`src/rtl/vga_pkg.sv`:
```
// -----------------------------------------------------------------------------
// vga_pkg
// Shared constants for the 200x150 RGB444 frame buffer and the write-side
// controller state type. The display-side blocks reuse the same constants.
//   H_LEN / V_LEN : image width / height in pixels
//   AW / DW       : VRAM address width / pixel width
//   TOTAL         : number of pixels in one frame
// -----------------------------------------------------------------------------
package vga_pkg;

    localparam int H_LEN = 200;
    localparam int V_LEN = 150;
    localparam int AW    = 15;
    localparam int DW    = 12;
    localparam int TOTAL = H_LEN * V_LEN;

    typedef enum logic {
        ST_IDLE,
        ST_CLEAR
    } state_t;

endpackage

```
`src/rtl/vram_wr_arbiter_if.sv`:
```
// -----------------------------------------------------------------------------
// vram_wr_arbiter_if
// Bundles the two requester handshakes and the VRAM port-B write bus.
//   master : requester side (drives valid/addr/data, sees ready and port B)
//   slave  : arbiter side   (sees requests, drives ready, port B and err_oob)
// -----------------------------------------------------------------------------
interface vram_wr_arbiter_if #(
    parameter int AW = vga_pkg::AW,
    parameter int DW = vga_pkg::DW
);

    logic          req0_valid;
    logic          req0_ready;
    logic [AW-1:0] req0_addr;
    logic [DW-1:0] req0_data;

    logic          req1_valid;
    logic          req1_ready;
    logic [AW-1:0] req1_addr;
    logic [DW-1:0] req1_data;

    logic          web;
    logic [AW-1:0] addrb;
    logic [DW-1:0] dinb;
    logic          err_oob;

    modport master (
        output req0_valid, req0_addr, req0_data,
        output req1_valid, req1_addr, req1_data,
        input  req0_ready, req1_ready,
        input  web, addrb, dinb, err_oob
    );

    modport slave (
        input  req0_valid, req0_addr, req0_data,
        input  req1_valid, req1_addr, req1_data,
        output req0_ready, req1_ready,
        output web, addrb, dinb, err_oob
    );

endinterface

```
`src/rtl/vram_wr_arbiter_rr_arb2.sv`:
```
// -----------------------------------------------------------------------------
// rr_arb2
// Two-way round-robin grant. A lone valid requester is granted; when both are
// valid the pointer decides. After a transfer the pointer moves to the other
// requester; without a transfer it holds.
//   pclk, rstn : clock, async active-low reset
//   valid[1:0] : request lines
//   en         : grants allowed this cycle
//   xfer       : a granted request was taken at this edge
//   gnt[1:0]   : one-hot (or zero) grant
//   ptr        : requester favoured on contention (0 = req0)
// -----------------------------------------------------------------------------
module rr_arb2 (
    input  logic       pclk,
    input  logic       rstn,
    input  logic [1:0] valid,
    input  logic       en,
    input  logic       xfer,
    output logic [1:0] gnt,
    output logic       ptr
);

    // NOTE: every always_comb output gets a default first so no path can leave
    // it unassigned and infer a latch.
    always_comb begin
        gnt = 2'b00;
        if (en) begin
            case (valid)
                2'b01:   gnt = 2'b01;
                2'b10:   gnt = 2'b10;
                2'b11:   gnt = ptr ? 2'b10 : 2'b01;
                default: gnt = 2'b00;
            endcase
        end
    end

    // NOTE: state registers use non-blocking assignments so every flop samples
    // pre-edge values regardless of process ordering.
    always_ff @(posedge pclk or negedge rstn) begin
        if (!rstn) begin
            ptr <= 1'b0;
        end else if (xfer) begin
            // Point at whichever requester did not just transfer.
            ptr <= ~gnt[1];
        end
    end

endmodule

```
`src/rtl/vram_wr_arbiter.sv`:
```
// -----------------------------------------------------------------------------
// vram_wr_arbiter
// Shares VRAM write port B between two pixel requesters and runs a full-frame
// clear engine. Requests are registered onto port B one cycle after transfer;
// out-of-range addresses are consumed and flagged instead of written.
//   pclk, rstn      : pixel clock, async active-low reset
//   clr_start       : one-cycle request to fill the frame with clr_color
//   clr_color       : fill colour, sampled when clr_start is accepted
//   clr_busy        : clear in progress (covers every clear write cycle)
//   clr_done        : pulses with the final clear write
//   bus (slave)     : requester handshakes, port-B web/addrb/dinb, err_oob
// -----------------------------------------------------------------------------
module vram_wr_arbiter #(
    parameter int AW    = vga_pkg::AW,
    parameter int DW    = vga_pkg::DW,
    parameter int H_LEN = vga_pkg::H_LEN,
    parameter int V_LEN = vga_pkg::V_LEN
) (
    input  logic                pclk,
    input  logic                rstn,
    input  logic                clr_start,
    input  logic [DW-1:0]       clr_color,
    output logic                clr_busy,
    output logic                clr_done,
    vram_wr_arbiter_if.slave    bus
);

    import vga_pkg::state_t;
    import vga_pkg::ST_IDLE;
    import vga_pkg::ST_CLEAR;

    localparam int            TOTAL   = H_LEN * V_LEN;
    localparam int            AW1     = AW + 1;
    localparam logic [AW:0]   TOTAL_W = AW1'(TOTAL);
    localparam logic [AW-1:0] LAST    = AW'(TOTAL - 1);

    state_t        state;
    state_t        state_nxt;
    logic [AW-1:0] cnt;
    logic [AW-1:0] cnt_nxt;
    logic [DW-1:0] color;

    logic          clr_go;
    logic          clr_last;
    logic [AW-1:0] clr_addr;
    logic [DW-1:0] clr_data;

    logic [1:0]    valid;
    logic [1:0]    gnt;
    logic          arb_en;
    logic          xfer;
    logic          arb_ptr;
    logic          sel;
    logic [AW-1:0] req_addr;
    logic [DW-1:0] req_data;
    logic          req_oob;

    logic          web_q;
    logic [AW-1:0] addrb_q;
    logic [DW-1:0] dinb_q;
    logic          err_q;
    logic          done_q;

    // ---------------- arbitration ----------------
    assign valid  = {bus.req1_valid, bus.req0_valid};
    // Readies are forced low under reset and whenever a clear owns port B,
    // including the cycle in which clr_start is being accepted.
    assign arb_en = rstn && (state == ST_IDLE) && !clr_start;
    assign xfer   = |gnt;

    rr_arb2 u_rr_arb2 (
        .pclk  (pclk),
        .rstn  (rstn),
        .valid (valid),
        .en    (arb_en),
        .xfer  (xfer),
        .gnt   (gnt),
        .ptr   (arb_ptr)
    );

    assign bus.req0_ready = gnt[0];
    assign bus.req1_ready = gnt[1];

    // Data mux select mirrors the grant decision but ignores en, keeping the
    // FSM and clr_start off the address/data path.
    assign sel      = valid[1] & (~valid[0] | arb_ptr);
    assign req_addr = sel ? bus.req1_addr : bus.req0_addr;
    assign req_data = sel ? bus.req1_data : bus.req0_data;
    assign req_oob  = {1'b0, req_addr} >= TOTAL_W;

    // ---------------- clear FSM ----------------
    // cnt tracks the address currently presented on port B during a clear,
    // so the last write is on the bus while the FSM is still in ST_CLEAR.
    always_ff @(posedge pclk or negedge rstn) begin
        if (!rstn) state <= ST_IDLE;
        else       state <= state_nxt;
    end

    always_comb begin
        state_nxt = state;
        cnt_nxt   = cnt;
        clr_go    = 1'b0;
        clr_addr  = '0;
        case (state)
            ST_IDLE: begin
                if (clr_start) begin
                    state_nxt = ST_CLEAR;
                    clr_go    = 1'b1;
                    clr_addr  = '0;
                    cnt_nxt   = '0;
                end
            end
            ST_CLEAR: begin
                if (cnt == LAST) begin
                    state_nxt = ST_IDLE;
                end else begin
                    clr_go   = 1'b1;
                    clr_addr = cnt + AW'(1);
                    cnt_nxt  = clr_addr;
                end
            end
            default: state_nxt = ST_IDLE;
        endcase
    end

    assign clr_last = clr_go && (clr_addr == LAST);
    // The colour register is only loaded at the accept edge, so the first
    // write takes the input directly.
    assign clr_data = (state == ST_IDLE) ? clr_color : color;
    assign clr_busy = (state == ST_CLEAR);

    // ---------------- output register stage ----------------
    // NOTE: address/data registers are reset as well so port B reads as all
    // zeros during and after reset, not just with web low.
    always_ff @(posedge pclk or negedge rstn) begin
        if (!rstn) begin
            cnt     <= '0;
            color   <= '0;
            web_q   <= 1'b0;
            addrb_q <= '0;
            dinb_q  <= '0;
            err_q   <= 1'b0;
            done_q  <= 1'b0;
        end else begin
            cnt    <= cnt_nxt;
            web_q  <= 1'b0;
            err_q  <= 1'b0;
            done_q <= 1'b0;
            if ((state == ST_IDLE) && clr_start) color <= clr_color;
            if (clr_go) begin
                web_q   <= 1'b1;
                addrb_q <= clr_addr;
                dinb_q  <= clr_data;
                done_q  <= clr_last;
            end else if (xfer) begin
                if (req_oob) begin
                    err_q <= 1'b1;
                end else begin
                    web_q   <= 1'b1;
                    addrb_q <= req_addr;
                    dinb_q  <= req_data;
                end
            end
        end
    end

    assign bus.web     = web_q;
    assign bus.addrb   = addrb_q;
    assign bus.dinb    = dinb_q;
    assign bus.err_oob = err_q;
    assign clr_done    = done_q;

endmodule

```
`src/flat_wrapper.sv`:
```
// flat-port wrapper written by rule: the top's interface ports become plain ports
module vram_wr_arbiter_flat import vga_pkg::state_t; import vga_pkg::ST_IDLE; import vga_pkg::ST_CLEAR;
#(
    parameter int AW    = vga_pkg::AW,
    parameter int DW    = vga_pkg::DW,
    parameter int H_LEN = vga_pkg::H_LEN,
    parameter int V_LEN = vga_pkg::V_LEN
)
  (pclk, rstn, clr_start, clr_color, clr_busy, clr_done, bus_req0_valid, bus_req0_addr, bus_req0_data, bus_req1_valid, bus_req1_addr, bus_req1_data, bus_req0_ready, bus_req1_ready, bus_web, bus_addrb, bus_dinb, bus_err_oob);
  vram_wr_arbiter_if #(.AW(AW), .DW(DW)) bus_i ();
  input  logic pclk;
  input  logic rstn;
  input  logic clr_start;
  input  logic [DW-1:0] clr_color;
  output logic clr_busy;
  output logic clr_done;
  input wire logic [$bits(bus_i.req0_valid)-1:0] bus_req0_valid;
  input wire logic [$bits(bus_i.req0_addr)-1:0] bus_req0_addr;
  input wire logic [$bits(bus_i.req0_data)-1:0] bus_req0_data;
  input wire logic [$bits(bus_i.req1_valid)-1:0] bus_req1_valid;
  input wire logic [$bits(bus_i.req1_addr)-1:0] bus_req1_addr;
  input wire logic [$bits(bus_i.req1_data)-1:0] bus_req1_data;
  output wire logic [$bits(bus_i.req0_ready)-1:0] bus_req0_ready;
  output wire logic [$bits(bus_i.req1_ready)-1:0] bus_req1_ready;
  output wire logic [$bits(bus_i.web)-1:0] bus_web;
  output wire logic [$bits(bus_i.addrb)-1:0] bus_addrb;
  output wire logic [$bits(bus_i.dinb)-1:0] bus_dinb;
  output wire logic [$bits(bus_i.err_oob)-1:0] bus_err_oob;
  assign bus_i.req0_valid = bus_req0_valid;
  assign bus_i.req0_addr = bus_req0_addr;
  assign bus_i.req0_data = bus_req0_data;
  assign bus_i.req1_valid = bus_req1_valid;
  assign bus_i.req1_addr = bus_req1_addr;
  assign bus_i.req1_data = bus_req1_data;
  assign bus_req0_ready = bus_i.req0_ready;
  assign bus_req1_ready = bus_i.req1_ready;
  assign bus_web = bus_i.web;
  assign bus_addrb = bus_i.addrb;
  assign bus_dinb = bus_i.dinb;
  assign bus_err_oob = bus_i.err_oob;
  vram_wr_arbiter #(.AW(AW), .DW(DW), .H_LEN(H_LEN), .V_LEN(V_LEN)) u_core (.pclk(pclk), .rstn(rstn), .clr_start(clr_start), .clr_color(clr_color), .clr_busy(clr_busy), .clr_done(clr_done), .bus(bus_i));
endmodule
```
`config.mk`:
```
export PLATFORM = sky130hd
export DESIGN_NAME = vram_wr_arbiter_flat
export DESIGN_NICKNAME = d
export VERILOG_FILES = /design/src/rtl/vga_pkg.sv /design/src/rtl/vram_wr_arbiter_if.sv /design/src/rtl/vram_wr_arbiter_rr_arb2.sv /design/src/rtl/vram_wr_arbiter.sv /design/src/flat_wrapper.sv
export SDC_FILE = /design/constraint.sdc
export NUM_CORES = 1
export LEC_CHECK = 0
export ABC_AREA = 1
export CORE_MARGIN = 4
export CORE_UTILIZATION = 50
export DETAILED_ROUTE_END_ITERATION = 6
export DONT_BUFFER_PORTS = 1
export SYNTH_ARGS = -nofsm -noshare
export SYNTH_HDL_FRONTEND = slang
export SYNTH_SLANG_ARGS = --single-unit
export TNS_END_PERCENT = 50
```
`constraint.sdc`:
```
create_clock -name pclk -period 2.8 [get_ports pclk]
set_clock_uncertainty 0.15 [all_clocks]
set_input_delay 0.56 -clock pclk [delete_from_list [all_inputs] [get_ports pclk]]
set_output_delay 0.56 -clock pclk [all_outputs]
set_load 0.02 [all_outputs]
```
==> metrics, run 1 <==
status complete, no violations; Synth area leaders dfrtp_1, nand2_1, nand3_1; clock sink count 59; power per cell area 485.3 nW/um^2; Syn Nets 535; crit-path max FO 28; leakage 0.001916 uW; setup TNS 0 ns; max_cap viols 0; Pins Over Slew Limit 0; Clock Latency Late Sink 0.34 ns; HP Start clr_color[6]; initial antenna violation count 0; fin crit share 87.23%; min-delay worst type in2reg; Synth cell types 30; post-route ant nets 0; slew margin rel. 67.17%; Die H 91.15 um; top-level I/O count 104; post-synthesis async set-or-reset flop share 100.0%; Area growth syn-to-layout 7.275%; Max VDD drop 0.2634 mV; WL met2 4313 um; top cells by count, synth nand2_1, dfrtp_1, nand3_1, o21ai_0, inv_1; routed wl met3 735 um; most used cell, CP nand2_1; Synth top area share 42.71%; GR Overflow Total 0; 1st-pass router iterations 4; Final #Nets 535; Avg WL per Cell 17.07 um; crit path launch type register; ANT cells 0; die area 8308 um^2; Final Hold Violating Endpoints 0; Cell Rows 30; largest net degree at the start of global routing 60; routability cong. 0.8562; Post-Syn Area 3457 um^2; synth warn 0; post-route cell area 3709 um^2; final core occ 54.89%; share of cells above drive strength 1 9.402%; worst setup path startpoint u_core.cnt[0]; Worst EP required 2.88 ns; CTS tree yes; I/O Buffers 0; fin cells 548; CTS max path bufs 2; FMAX 409.4 MHz; root buf cell clkbuf_8; Die Wd 91.15 um; total vias in the final route 3030; RSZ-0062 raised after global routing no; # DRC 0; Global Route Usage Sum 22.92%; CP Capture Type register; post-synthesis sequential area ratio 42.71%; Critical R2R Launch u_core.cnt[0]; H-tree depth 3; average vias per placed instance 5.529; wire length of the first global-routing pass 15040 um; Worst-Margin Slew 0.4917 ns; Final min period 2.442 ns; endpoints failing setup 0; vias in the first global route 3005; starting density of the core 51.17%; Mean Syn Cell Area 7.467 um^2; hpwl dp 6711 um; FF+latch count, synth 59; top-count cell post-synth nand2_1; crit-path cells ha_1 -> nand3_2 -> nor2_1 -> nand3_1 -> nand2_2 -> nand2_1 -> inv_2 -> nand2_4 -> nand2_1 -> nand2_1; Critical-path top delay cell dfrtp_1; Core Area 6756 um^2; Iteration-0 DRC Markers 156; critical path type reg2reg; Mapped Cells 463; wire length on met1 4188 um; Clock Pin Slew Worst Setup and Hold Paths 0.07 ns; dpl cells 530; DRT Wirelength 9355 um; total CTS buffers 9; setup bufs post-CTS 0; highest metal used met4; Placed Area 3468 um^2; crit path DAT 2.52 ns; Primary FF master, synth dfrtp_1; Synth area leader dfrtp_1; CP peak stage delay 0.41 ns; EDFF count, synth 0
metrics by stage:
step / worst slack (ns) / total power [uW] / hold WS, ns
3_5_place_dp: 0.3572 / 996.6 / 0.1164
2_1_floorplan: 0.6740 / 980.7 / 0.1144
5_1_grt: 0.1534 / 1868 / 0.2664
4_1_cts: 0.3669 / 1814 / 0.2319
6_report: 0.3577 / 1800 / 0.2408
3_3_place_gp: 0.3889 / 993.8 / 0.1161
metal layers:
metal | track usage (%) | up-vias
li1 | - | 1509
met1 | 30.85 | 1409
met2 | 35.74 | 103
met3 | 5.800 | 9
met4 | 8.166 | 0
met5 | 0 | -
worst max-delay path, delay by kind of cell (launching register included):
| family | cells | cell delay [ns] |
|---|---|---|
| flops | 1 | 0.41 |
| simple gates | 8 | 1.14 |
| fa+ha+maj | 1 | 0.22 |
| buf+inv | 1 | 0.38 |
cells by family (layout without fill, tap and decap cells):
logic type,after synthesis,after routing,share of synthesized area [%]
AO/OA/AOI/OAI,75,75,12.45
XOR/XNOR,2,2,0.5068
adder cells (fa/ha/maj),1,1,0.3619
buffers and inverters,67,72,9.518
flip-flops,59,59,42.71
multiplexers,13,13,3.764
AND/OR/NAND/NOR,246,246,30.69
cell usage in the layout, fill, tap and decap left out, drive strengths merged, types with 3 or more instances in the layout:
master / count
mux2i: 13
dfrtp: 59
o211ai: 13
nand2: 164
o21ai: 48
inv: 44
a21oi: 7
buf: 11
nand3: 54
nand4: 3
nor2: 21
clkbuf: 10
clkinv: 4
o31ai: 3
flip-flops by register name, indices dropped and copies added (netlist names):
signal and flops:
u_core.bus.addrb 15, u_core.bus.dinb 12, u_core.bus.err_oob 1, u_core.bus.web 1, u_core.clr_busy 1, u_core.clr_done 1
u_core.cnt 15, u_core.color 12, u_core.u_rr_arb2.ptr 1
repair_timing:
item	CTS	global route
hold buffers	2	0
setup endpoints to repair	0	0
gates resized for setup	0	0
endpoints found under the hold margin	59	0
layout make-up:
cell class	count	area [um^2]
Clock buffer	10	137.6
Tap cell	80	100.1
Timing Repair Buffer	12	112.6
Inverter	44	165.2
Fill cell	683	3048
Clock inverter	6	65.06
Multi-Input combinational cell	337	1652
Sequential cell	59	1476
final timing paths:
check	slack, ns	depth (start not counted)	to
setup reg to reg	0.36	10	u_core.bus.addrb[13]
hold / removal	0.24	2	u_core.color[6]
min in group asynchronous	0.59	2	u_core.cnt[6]
setup / recovery	0.36	10	u_core.bus.addrb[13]
hold reg to reg	0.34	2	u_core.color[10]
max in group asynchronous	1.64	2	u_core.bus.addrb[4]
power breakdown:
group / internal [uW] / leakage (uW) / switching [uW]
Sequential: 869 / 0.000763 / 23.2
Combinational: 40.2 / 0.00105 / 69.1
Clock: 435 / 0.000102 / 363
Note: power is estimated with default switching activity, not from simulation.
==> run 2: changes to the inputs <==
- CAP_MARGIN: default -> 10
- SETUP_SLACK_MARGIN: default -> 0.02
==> results of run 2 <==
Final layout, timing and power as in run 1 (identical DEF).
